## src/rtl/dma_ctrl_pkg.sv

```systemverilog
// Shared definitions for the DMA control path: AXI response codes,
// BRAM window width and the bridge FSM state encoding.
`timescale 1ns/1ps
package dma_ctrl_pkg;

  localparam logic [1:0] RESP_OKAY   = 2'b00;
  localparam logic [1:0] RESP_SLVERR = 2'b10;
  localparam int         BRAM_ADDR_W = 12;

  typedef enum logic [2:0] {
    IDLE     = 3'd0,
    WR_ISSUE = 3'd1,
    WR_WAIT  = 3'd2,
    WR_RESP  = 3'd3,
    RD_ISSUE = 3'd4,
    RD_WAIT  = 3'd5,
    RD_RESP  = 3'd6
  } state_e;

endpackage

```

## src/rtl/axil_bram_master.sv

```systemverilog
// AXI4-Lite slave bridging host register accesses onto a single-port
// BRAM-style register file. One access in flight; honours the register
// file's fixed read latency and minimum spacing between enable pulses.
`timescale 1ns/1ps
module axil_bram_master
  import dma_ctrl_pkg::*;
#(
  parameter int S_ADDR_W   = 32,
  parameter int RD_LATENCY = 2,
  parameter int MIN_GAP    = 2
) (
  input  logic                   user_clk,
  input  logic                   user_aresetn,
  input  logic [S_ADDR_W-1:0]    s_axil_awaddr,
  input  logic                   s_axil_awvalid,
  output logic                   s_axil_awready,
  input  logic [31:0]            s_axil_wdata,
  input  logic [3:0]             s_axil_wstrb,
  input  logic                   s_axil_wvalid,
  output logic                   s_axil_wready,
  output logic [1:0]             s_axil_bresp,
  output logic                   s_axil_bvalid,
  input  logic                   s_axil_bready,
  input  logic [S_ADDR_W-1:0]    s_axil_araddr,
  input  logic                   s_axil_arvalid,
  output logic                   s_axil_arready,
  output logic [31:0]            s_axil_rdata,
  output logic [1:0]             s_axil_rresp,
  output logic                   s_axil_rvalid,
  input  logic                   s_axil_rready,
  output logic                   bram_en_a,
  output logic [3:0]             bram_we_a,
  output logic [BRAM_ADDR_W-1:0] bram_addr_a,
  output logic [31:0]            bram_wrdata_a,
  input  logic [31:0]            bram_rddata_a
);

  localparam int MAX_CNT = (RD_LATENCY > MIN_GAP) ? RD_LATENCY : MIN_GAP;
  localparam int CNT_W   = $clog2(MAX_CNT + 1);
  localparam logic [CNT_W-1:0] CNT_ZERO = {CNT_W{1'b0}};
  localparam logic [CNT_W-1:0] CNT_ONE  = CNT_W'(1);
  // Gap counter reaches zero on the cycle a new handshake may be taken so
  // that the following enable lands exactly MIN_GAP cycles after the last.
  localparam logic [CNT_W-1:0] GAP_LOAD = CNT_W'(MIN_GAP - 1);
  // RD_WAIT lasts RD_LATENCY cycles; capture happens when the count hits zero.
  localparam logic [CNT_W-1:0] RD_LOAD  = CNT_W'(RD_LATENCY - 1);
  // Extra write wait cycles beyond the one-cycle issue state.
  localparam logic [CNT_W-1:0] WR_LOAD  = CNT_W'((MIN_GAP > 2) ? (MIN_GAP - 2) : 0);

  state_e                 state_q, state_d;
  logic [CNT_W-1:0]       cnt_q, cnt_d;
  logic [CNT_W-1:0]       gap_q, gap_d;
  logic                   last_was_rd_q, last_was_rd_d;
  logic                   en_q, en_d;
  logic [3:0]             we_q, we_d;
  logic [BRAM_ADDR_W-1:0] addr_q, addr_d;
  logic [31:0]            wrdata_q, wrdata_d;
  logic [31:0]            rdata_q, rdata_d;
  logic [1:0]             rresp_q, rresp_d;
  logic [1:0]             bresp_q, bresp_d;
  logic                   bvalid_q, bvalid_d;
  logic                   rvalid_q, rvalid_d;
  logic                   awready_s, arready_s;
  logic                   can_issue_s, wr_elig_s, rd_elig_s;
  logic                   aw_oor_s, ar_oor_s;

  assign aw_oor_s    = (s_axil_awaddr >> BRAM_ADDR_W) != {S_ADDR_W{1'b0}};
  assign ar_oor_s    = (s_axil_araddr >> BRAM_ADDR_W) != {S_ADDR_W{1'b0}};
  assign can_issue_s = user_aresetn && (gap_q == CNT_ZERO);
  assign wr_elig_s   = s_axil_awvalid && s_axil_wvalid;
  assign rd_elig_s   = s_axil_arvalid;

  // Next-state, arbitration and BRAM/response register updates.
  always_comb begin
    state_d       = state_q;
    cnt_d         = cnt_q;
    gap_d         = (gap_q != CNT_ZERO) ? (gap_q - CNT_ONE) : gap_q;
    last_was_rd_d = last_was_rd_q;
    en_d          = 1'b0;
    we_d          = 4'h0;
    addr_d        = addr_q;
    wrdata_d      = wrdata_q;
    rdata_d       = rdata_q;
    rresp_d       = rresp_q;
    bresp_d       = bresp_q;
    awready_s     = 1'b0;
    arready_s     = 1'b0;
    case (state_q)
      IDLE: begin
        if (state_q == IDLE && can_issue_s && wr_elig_s && (!rd_elig_s || last_was_rd_q)) begin
          awready_s     = 1'b1;
          last_was_rd_d = 1'b0;
          if (aw_oor_s) begin
            bresp_d = RESP_SLVERR;
            state_d = WR_RESP;
          end else if (s_axil_wstrb == 4'h0) begin
            bresp_d = RESP_OKAY;
            state_d = WR_RESP;
          end else begin
            bresp_d  = RESP_OKAY;
            state_d  = WR_ISSUE;
            en_d     = 1'b1;
            we_d     = s_axil_wstrb;
            addr_d   = {s_axil_awaddr[BRAM_ADDR_W-1:2], 2'b00};
            wrdata_d = s_axil_wdata;
            gap_d    = GAP_LOAD;
          end
        end else if (can_issue_s && rd_elig_s) begin
          arready_s     = 1'b1;
          last_was_rd_d = 1'b1;
          if (ar_oor_s) begin
            rdata_d = 32'h0000_0000;
            rresp_d = RESP_SLVERR;
            state_d = RD_RESP;
          end else begin
            rresp_d = RESP_OKAY;
            state_d = RD_ISSUE;
            en_d    = 1'b1;
            addr_d  = {s_axil_araddr[BRAM_ADDR_W-1:2], 2'b00};
            gap_d   = GAP_LOAD;
          end
        end else begin
          state_d = IDLE;
        end
      end
      WR_ISSUE: begin
        if (WR_LOAD == CNT_ZERO) begin
          state_d = WR_RESP;
        end else begin
          cnt_d   = WR_LOAD;
          state_d = WR_WAIT;
        end
      end
      WR_WAIT: begin
        if (cnt_q <= CNT_ONE) begin
          state_d = WR_RESP;
        end else begin
          cnt_d = cnt_q - CNT_ONE;
        end
      end
      WR_RESP: begin
        if (s_axil_bready) begin
          state_d = IDLE;
        end else begin
          state_d = WR_RESP;
        end
      end
      RD_ISSUE: begin
        cnt_d   = RD_LOAD;
        state_d = RD_WAIT;
      end
      RD_WAIT: begin
        if (cnt_q == CNT_ZERO) begin
          rdata_d = bram_rddata_a;
          state_d = RD_RESP;
        end else begin
          cnt_d = cnt_q - CNT_ONE;
        end
      end
      RD_RESP: begin
        if (s_axil_rready) begin
          state_d = IDLE;
        end else begin
          state_d = RD_RESP;
        end
      end
      default: begin
        state_d = IDLE;
      end
    endcase
    bvalid_d = (state_d == WR_RESP);
    rvalid_d = (state_d == RD_RESP);
  end

  // State, counters and all registered outputs; synchronous active-low reset.
  always_ff @(posedge user_clk) begin
    if (!user_aresetn) begin
      state_q       <= IDLE;
      cnt_q         <= CNT_ZERO;
      gap_q         <= CNT_ZERO;
      last_was_rd_q <= 1'b1;
      en_q          <= 1'b0;
      we_q          <= 4'h0;
      addr_q        <= {BRAM_ADDR_W{1'b0}};
      wrdata_q      <= 32'h0000_0000;
      rdata_q       <= 32'h0000_0000;
      rresp_q       <= 2'b00;
      bresp_q       <= 2'b00;
      bvalid_q      <= 1'b0;
      rvalid_q      <= 1'b0;
    end else begin
      state_q       <= state_d;
      cnt_q         <= cnt_d;
      gap_q         <= gap_d;
      last_was_rd_q <= last_was_rd_d;
      en_q          <= en_d;
      we_q          <= we_d;
      addr_q        <= addr_d;
      wrdata_q      <= wrdata_d;
      rdata_q       <= rdata_d;
      rresp_q       <= rresp_d;
      bresp_q       <= bresp_d;
      bvalid_q      <= bvalid_d;
      rvalid_q      <= rvalid_d;
    end
  end

  assign s_axil_awready = awready_s;
  assign s_axil_wready  = awready_s;
  assign s_axil_arready = arready_s;
  assign s_axil_bresp   = bresp_q;
  assign s_axil_bvalid  = bvalid_q;
  assign s_axil_rdata   = rdata_q;
  assign s_axil_rresp   = rresp_q;
  assign s_axil_rvalid  = rvalid_q;
  assign bram_en_a      = en_q;
  assign bram_we_a      = we_q;
  assign bram_addr_a    = addr_q;
  assign bram_wrdata_a  = wrdata_q;

endmodule

```

## config.mk

```make
export PLATFORM = sky130hd
export DESIGN_NAME = axil_bram_master
export DESIGN_NICKNAME = d
export VERILOG_FILES = /design/src/rtl/dma_ctrl_pkg.sv /design/src/rtl/axil_bram_master.sv
export SDC_FILE = /design/constraint.sdc
export NUM_CORES = 1
export LEC_CHECK = 0
export CAP_MARGIN = 25
export CORE_MARGIN = 2
export CORE_UTILIZATION = 30
export CTS_CLUSTER_SIZE = 8
export DETAILED_ROUTE_END_ITERATION = 10
export PLACE_DENSITY_LB_ADDON = 0.15
export SYNTH_ARGS = -nofsm -noshare
export SYNTH_HDL_FRONTEND = slang
export SYNTH_SLANG_ARGS = --single-unit
```

## constraint.sdc

```tcl
create_clock -name user_clk -period 5.76 [get_ports user_clk]
set_clock_uncertainty 0.2 [all_clocks]
set_input_delay 0.864 -clock user_clk [delete_from_list [all_inputs] [get_ports user_clk]]
set_output_delay 0.864 -clock user_clk [all_outputs]
set_load 0.02 [all_outputs]
```

* Word-level counts from Yosys, hierarchy flattened
Index checks and enable logic that the tools add are counted.
** Operators by class
- Add/sub/neg operators :: 2
- $mul :: 0
- Div/mod/pow operators :: 0
- $lt $le $gt $ge :: 1
- Eq/ne operators :: 17
- Shift operators :: 0
- Muxes and demuxes :: 44
- Bitwise gates (word level) :: 5
- Reductions and logical operators :: 27
** Operators with widths (number)
- $mux W32 :: 4
- $pmux W32 S2 :: 1
- $reduce_bool A32 Y1 :: 2
- $mux W12 :: 5
- $mux W2 :: 15
- $pmux W3 S7 :: 1
- $mux W3 :: 5
- $ne A2 B2 Y1 const B :: 7
- $eq A3 B3 Y1 const B :: 4
- $mux W1 :: 12
- $reduce_and A5 Y1 :: 2
- $eq A3 B2 Y1 const B :: 3
- $logic_and A1 B1 Y1 :: 6
- $pmux W2 S3 :: 1
- $reduce_and A2 Y1 :: 3
- $reduce_and A3 Y1 :: 2
- $reduce_bool A2 Y1 :: 3
- $not A1 Y1 :: 5
- $reduce_or A5 Y1 :: 1
- $logic_not A2 Y1 :: 2
- $logic_not A4 Y1 :: 1
- $ne A2 B1 Y1 const B :: 2
- $reduce_and A4 Y1 :: 1
- $sub A2 B1 Y2 const B :: 2
- other kinds (6) :: 6
** Storage, ports and cells
- Bits in registers :: 95
- Latch bits :: 0
- Memory bits (writable) :: 0
- Bits in read-only memories :: 0
- Input bits :: 139
- Output and inout port bits :: 90
- Logic and storage cells :: 109
- Memories kept :: 0

* Longest topological paths before layout
- Word-level depth :: 8
- Gate-level depth with buffers :: 10
- Gate-level depth less buffers :: 7

* Least setup slack after synthesis
OpenSTA, ideal clock, no wires.
- Kind :: input to output
- Start point :: input port s_axil_awvalid
- End point :: output port s_axil_wready
- Arrival :: 1.889 ns
- Data required time :: 4.696 ns
- Slack :: 2.807 ns
- Stages on the path :: 5
- Path buffers :: 1
- Path through :: nand2_1 -> a21oi_1 -> nand2_8 -> inv_4 -> buf_4
** Between the ends
- Cells in the longest elaborated chain, start to end :: 5
** Ends and longest elaborated chain
- from (decl) :: RTL line axil_bram_master.sv:15 : input logic s_axil_awvalid,
- $logic_and A1 B1 Y1 :: RTL line axil_bram_master.sv:70 : assign wr_elig_s = s_axil_awvalid && s_axil_wvalid;
- $logic_and A1 B1 Y1 (2 in series) :: RTL line axil_bram_master.sv:90 : if (state_q == IDLE && can_issue_s && wr_elig_s && (!rd_elig_s || last_was_rd_q)) begin
- $mux W1 :: RTL line axil_bram_master.sv:90
- $mux W1 :: RTL line axil_bram_master.sv:88 : case (state_q)
- to (decl) :: RTL line axil_bram_master.sv:20 : output logic s_axil_wready,
No other way between the ends.

* Worst setup path in the final report
- Start point :: input port s_axil_wvalid
- End point :: output port s_axil_wready
** Between the ends
- Cells in the longest elaborated chain, start to end :: 5
** Ends and longest elaborated chain
- from (decl) :: RTL line axil_bram_master.sv:19 : input logic s_axil_wvalid,
- $logic_and A1 B1 Y1 :: RTL line axil_bram_master.sv:70
- $logic_and A1 B1 Y1 (2 in series) :: RTL line axil_bram_master.sv:90
- $mux W1 :: RTL line axil_bram_master.sv:90
- $mux W1 :: RTL line axil_bram_master.sv:88
No other way between the ends.

==> metrics.txt <==
# TYPE chip_impl_metric gauge
chip_impl_metric{name="post_drt_wl_per_cell",unit="um"} 14.16
chip_impl_info{name="grt_setup_unrepaired",value="false"} 1
chip_impl_metric{name="grt_antenna_before_repair",unit=""} 0
chip_impl_info{name="netlist_top_cells_area",value="dfxtp_1, nand2_1, mux2i_1, a21oi_1, buf_4"} 1
chip_impl_metric{name="synth.distinct_cells",unit=""} 45
chip_impl_metric{name="pin_count_of_the_biggest_net_entering_global_routing",unit=""} 50
chip_impl_metric{name="mappedNetlistArea",unit="mm^2"} 0.003904
chip_impl_info{name="worst_r2r_endpoint",value="s_axil_rdata[20]$_SDFFE_PN0P_"} 1
chip_impl_info{name="setup.worst_path.end_class",value="output port"} 1
chip_impl_info{name="hold_path_end",value="bram_wrdata_a[4]$_SDFFE_PN0P_"} 1
chip_impl_metric{name="power_density",unit="mW/mm^2"} 272.8
chip_impl_metric{name="drt_iter0_drc",unit=""} 138
chip_impl_metric{name="period_needed",unit="ns"} 4.122
chip_impl_metric{name="num_rows",unit=""} 41
chip_impl_metric{name="hold_path_depth",unit=""} 2
chip_impl_metric{name="hold-worst-slack",unit="ns"} 0.2537
chip_impl_metric{name="viasPerCell",unit=""} 4.535
chip_impl_metric{name="yosysSeqAreaShare",unit="%"} 46.67
chip_impl_metric{name="finish.instance_area",unit="mm^2"} 0.006477
chip_impl_metric{name="setup_viol",unit=""} 0
chip_impl_info{name="clock_tree_from_tritoncts",value="done"} 1
chip_impl_metric{name="die_height",unit="um"} 118.1
chip_impl_metric{name="async_s_r_ff_share_synth",unit="%"} 0
chip_impl_metric{name="p_leak",unit="uW"} 0.002506
chip_impl_metric{name="timing.critical_path.arrival",unit="ns"} 3.06
chip_impl_metric{name="worstPathRequired",unit="ns"} 4.70
chip_impl_metric{name="synth-edff-count",unit=""} 0
chip_impl_metric{name="layoutNonFillerInstCount",unit=""} 834
chip_impl_info{name="critical_path_class",value="input pin to output port"} 1
chip_impl_metric{name="drt_first_pass_iters",unit=""} 4
chip_impl_metric{name="cts.repair_timing.setup_buffer_count",unit=""} 0
chip_impl_info{name="synth_commonest_cells",value="nand2_1, dfxtp_1, mux2i_1"} 1
chip_impl_info{name="status",value="finished, final reports clean"} 1
chip_impl_metric{name="final-max-slew-violation-count",unit=""} 0
chip_impl_info{name="synth.most_common_cell",value="nand2_1"} 1
chip_impl_info{name="worstSetupStartpointType",value="input pin"} 1
chip_impl_metric{name="final.fill_count",unit=""} 1225
chip_impl_metric{name="cts_num_sinks",unit=""} 91
chip_impl_metric{name="cts-buffers-inserted",unit=""} 9
chip_impl_info{name="r2r-start",value="state_q[2]$_SDFF_PN0_"} 1
chip_impl_metric{name="max_slew.worst_pin.slew",unit="ns"} 0.9177
chip_impl_metric{name="ff2ff_setup_slack",unit="ns"} 2.91
chip_impl_info{name="clock_tree.root_cell",value="clkbuf_16"} 1
chip_impl_metric{name="maxCapViolCount",unit=""} 0
chip_impl_metric{name="largest_fanout_of_any_net_on_the_critical_path",unit=""} 9
chip_impl_metric{name="yosys-mux-area-fraction",unit="%"} 12.82
chip_impl_metric{name="ctsHoldBuffers",unit=""} 0
chip_impl_metric{name="drive_above_1_share",unit="%"} 4.079
chip_impl_metric{name="core-area",unit="mm^2"} 0.01267
chip_impl_info{name="hold_path_class",value="flip-flop to flip-flop"} 1
chip_impl_metric{name="xor_xnor_fraction_of_synth_area",unit="%"} 0
chip_impl_metric{name="drc_violation_count_after_routing",unit=""} 0
chip_impl_metric{name="clk_pin_slew",unit="ns"} 0.06
chip_impl_metric{name="worst_ir_drop_vdd",unit="uV"} 108.8
chip_impl_metric{name="port_buffers",unit=""} 220
chip_impl_metric{name="gr-total-overflow",unit=""} 0
chip_impl_metric{name="detailed_place_hpwl",unit="um"} 8833
chip_impl_metric{name="die_width",unit="um"} 118.1
chip_impl_info{name="synth_top_family_by_area",value="simple AND/OR/NAND/NOR gates"} 1
chip_impl_metric{name="top_ports",unit=""} 229
chip_impl_metric{name="synth_top_area_share",unit="%"} 46.67
chip_impl_metric{name="grt_first_pass_wirelength",unit="um"} 18980
chip_impl_metric{name="synth_area_per_cell",unit="um^2"} 8.637
chip_impl_metric{name="cts_htree_levels",unit=""} 3
chip_impl_metric{name="finalWeightedCongestion",unit=""} 0.8454
chip_impl_metric{name="nets",unit=""} 799
chip_impl_metric{name="reg2reg_depth",unit=""} 6
chip_impl_metric{name="yosys_warnings",unit=""} 0
chip_impl_metric{name="synthesis.instances",unit=""} 452
chip_impl_info{name="post-synth-top-area-cell",value="dfxtp_1"} 1
chip_impl_metric{name="grt_pass1_vias",unit=""} 3733
chip_impl_metric{name="finalWirelength",unit="um"} 11810
chip_impl_metric{name="setup_tns",unit="ns"} 0
chip_impl_metric{name="ys_seq_elements",unit=""} 91
chip_impl_metric{name="clockBufferDepth",unit=""} 2
chip_impl_metric{name="simple_gate_fraction_of_synth_area",unit="%"} 22.40
chip_impl_info{name="postSynth.topFlopCell",value="dfxtp_1"} 1
chip_impl_metric{name="syn2layout_area_growth",unit="%"} 65.93
chip_impl_metric{name="placedCellCount",unit=""} 818
chip_impl_metric{name="die_area",unit="mm^2"} 0.01394
chip_impl_metric{name="synth_fa_ha_area_share",unit="%"} 0.6410
chip_impl_metric{name="initial_utilization",unit="%"} 30.81
chip_impl_metric{name="cts_resized",unit=""} 0
chip_impl_metric{name="timing.slew.headroom",unit="%"} 38.82
chip_impl_metric{name="synth_compound_gate_area_share",unit="%"} 10.19
chip_impl_metric{name="final-hold-violation-count",unit=""} 0
chip_impl_metric{name="final_min_period_over_clock_period",unit="%"} 71.57
chip_impl_info{name="hold_path_startpoint",value="bram_wrdata_a[4]$_SDFFE_PN0P_"} 1
chip_impl_metric{name="postRouteAntennaNets",unit=""} 0
chip_impl_metric{name="antenna_cells",unit=""} 0
chip_impl_metric{name="dpl-instance-area",unit="mm^2"} 0.006140
chip_impl_metric{name="clock_latency",unit="ns"} 0.34
chip_impl_metric{name="global_route.usage.total",unit="%"} 17.03
chip_impl_metric{name="via_count",unit=""} 3782
chip_impl_metric{name="fmaxAchievable",unit="MHz"} 242.6
## registers in the layout, summed over array words and instances (netlist names)
signal,cells
bram_we_a,4
bram_en_a,1
bram_wrdata_a,32
s_axil_rdata,32
s_axil_bvalid,1
cnt_q,2
s_axil_bresp,1
last_was_rd_q,1
s_axil_rvalid,1
gap_q,2
state_q,3
s_axil_rresp,1
bram_addr_a,10
## through the flow
step / utilization [%] / worst slack, ns / power (uW)
6_report: 51.12 / 1.638 / 1767
4_1_cts: 50.90 / 1.605 / 1797
3_3_place_gp: 48.45 / 1.628 / 1161
3_5_place_dp: 48.45 / 1.612 / 1163
5_1_grt: 51.12 / 1.484 / 1856
2_1_floorplan: - / 2.807 / 1042
## worst max path at each step
stage | startpoint | to | slack [ns] | depth (start not counted)
2_1_floorplan | s_axil_awvalid | s_axil_wready | 2.81 | 5
3_3_place_gp | s_axil_awvalid | s_axil_wready | 1.63 | 6
3_5_place_dp | s_axil_wvalid | s_axil_wready | 1.61 | 6
4_1_cts | s_axil_wvalid | s_axil_wready | 1.61 | 6
5_1_grt | s_axil_wvalid | s_axil_wready | 1.48 | 6
6_report | s_axil_wvalid | s_axil_wready | 1.64 | 6
## area by class of cell
type                       instances  area, um^2  area share (%)
multi-input combinational        320        1828           28.22
timing repair buffer             226        2262           34.92
inverter                          10       40.04          0.6181
clock inverter                     2       60.06          0.9272
sequential                        91        1822           28.12
clock buffer                      13       250.2           3.863
tap                              172       215.2           3.322
## power breakdown
group | switching [uW] | total (uW) | internal (uW) | leakage [uW]
logic | 220 | 461 | 241 | 0.00162
clock network | 232 | 622 | 390 | 0.000150
registers | 29.9 | 684 | 654 | 0.000734
total | 482 | 1770 | 1290 | 0.00251
## critical path, cell delays in order
cell	delay (ns)
clkdlybuf4s50_1	0.46
nand2_1	0.12
a21oi_1	0.62
nand2_8	0.19
inv_4	0.17
clkdlybuf4s50_1	0.63
## per-layer routing
layer  vias up  global-route usage [%]  wire length (um)
met3        18                   8.043              1375
li1       1915                       -                 -
met2       171                   27.46              5304
met4         0                   7.304               278
met1      1678                   19.20              4853
met5         -                       0                 0
## kinds of logic (layout without fill, tap and decap cells)
| logic type | Yosys count | after routing |
|---|---|---|
| buf+inv | 44 | 251 |
| mux | 50 | 50 |
| compound gates | 66 | 66 |
| simple gates | 198 | 198 |
| other cells | 1 | 4 |
| fa+ha+maj | 2 | 2 |
| flops | 91 | 91 |
## cell usage in the layout (no fill, tap or decap), types with 3 or more instances in the layout
cell type        Yosys  layout
a21o_1               5       5
a21oi_1             35      35
and2_1               4       4
buf_4               10       5
clkbuf_1            13       3
clkbuf_16            0       9
clkdlybuf4s50_1      0     219
conb_1               1       4
dfxtp_1             91      91
inv_1                9       9
mux2i_1             50      50
nand2_1            145     145
nand3_1              5       5
nor2_1              13      13
nor3_1               4       3
nor4_1              11      11
o21ai_0              8       8
(Power assumes the default switching activity.)
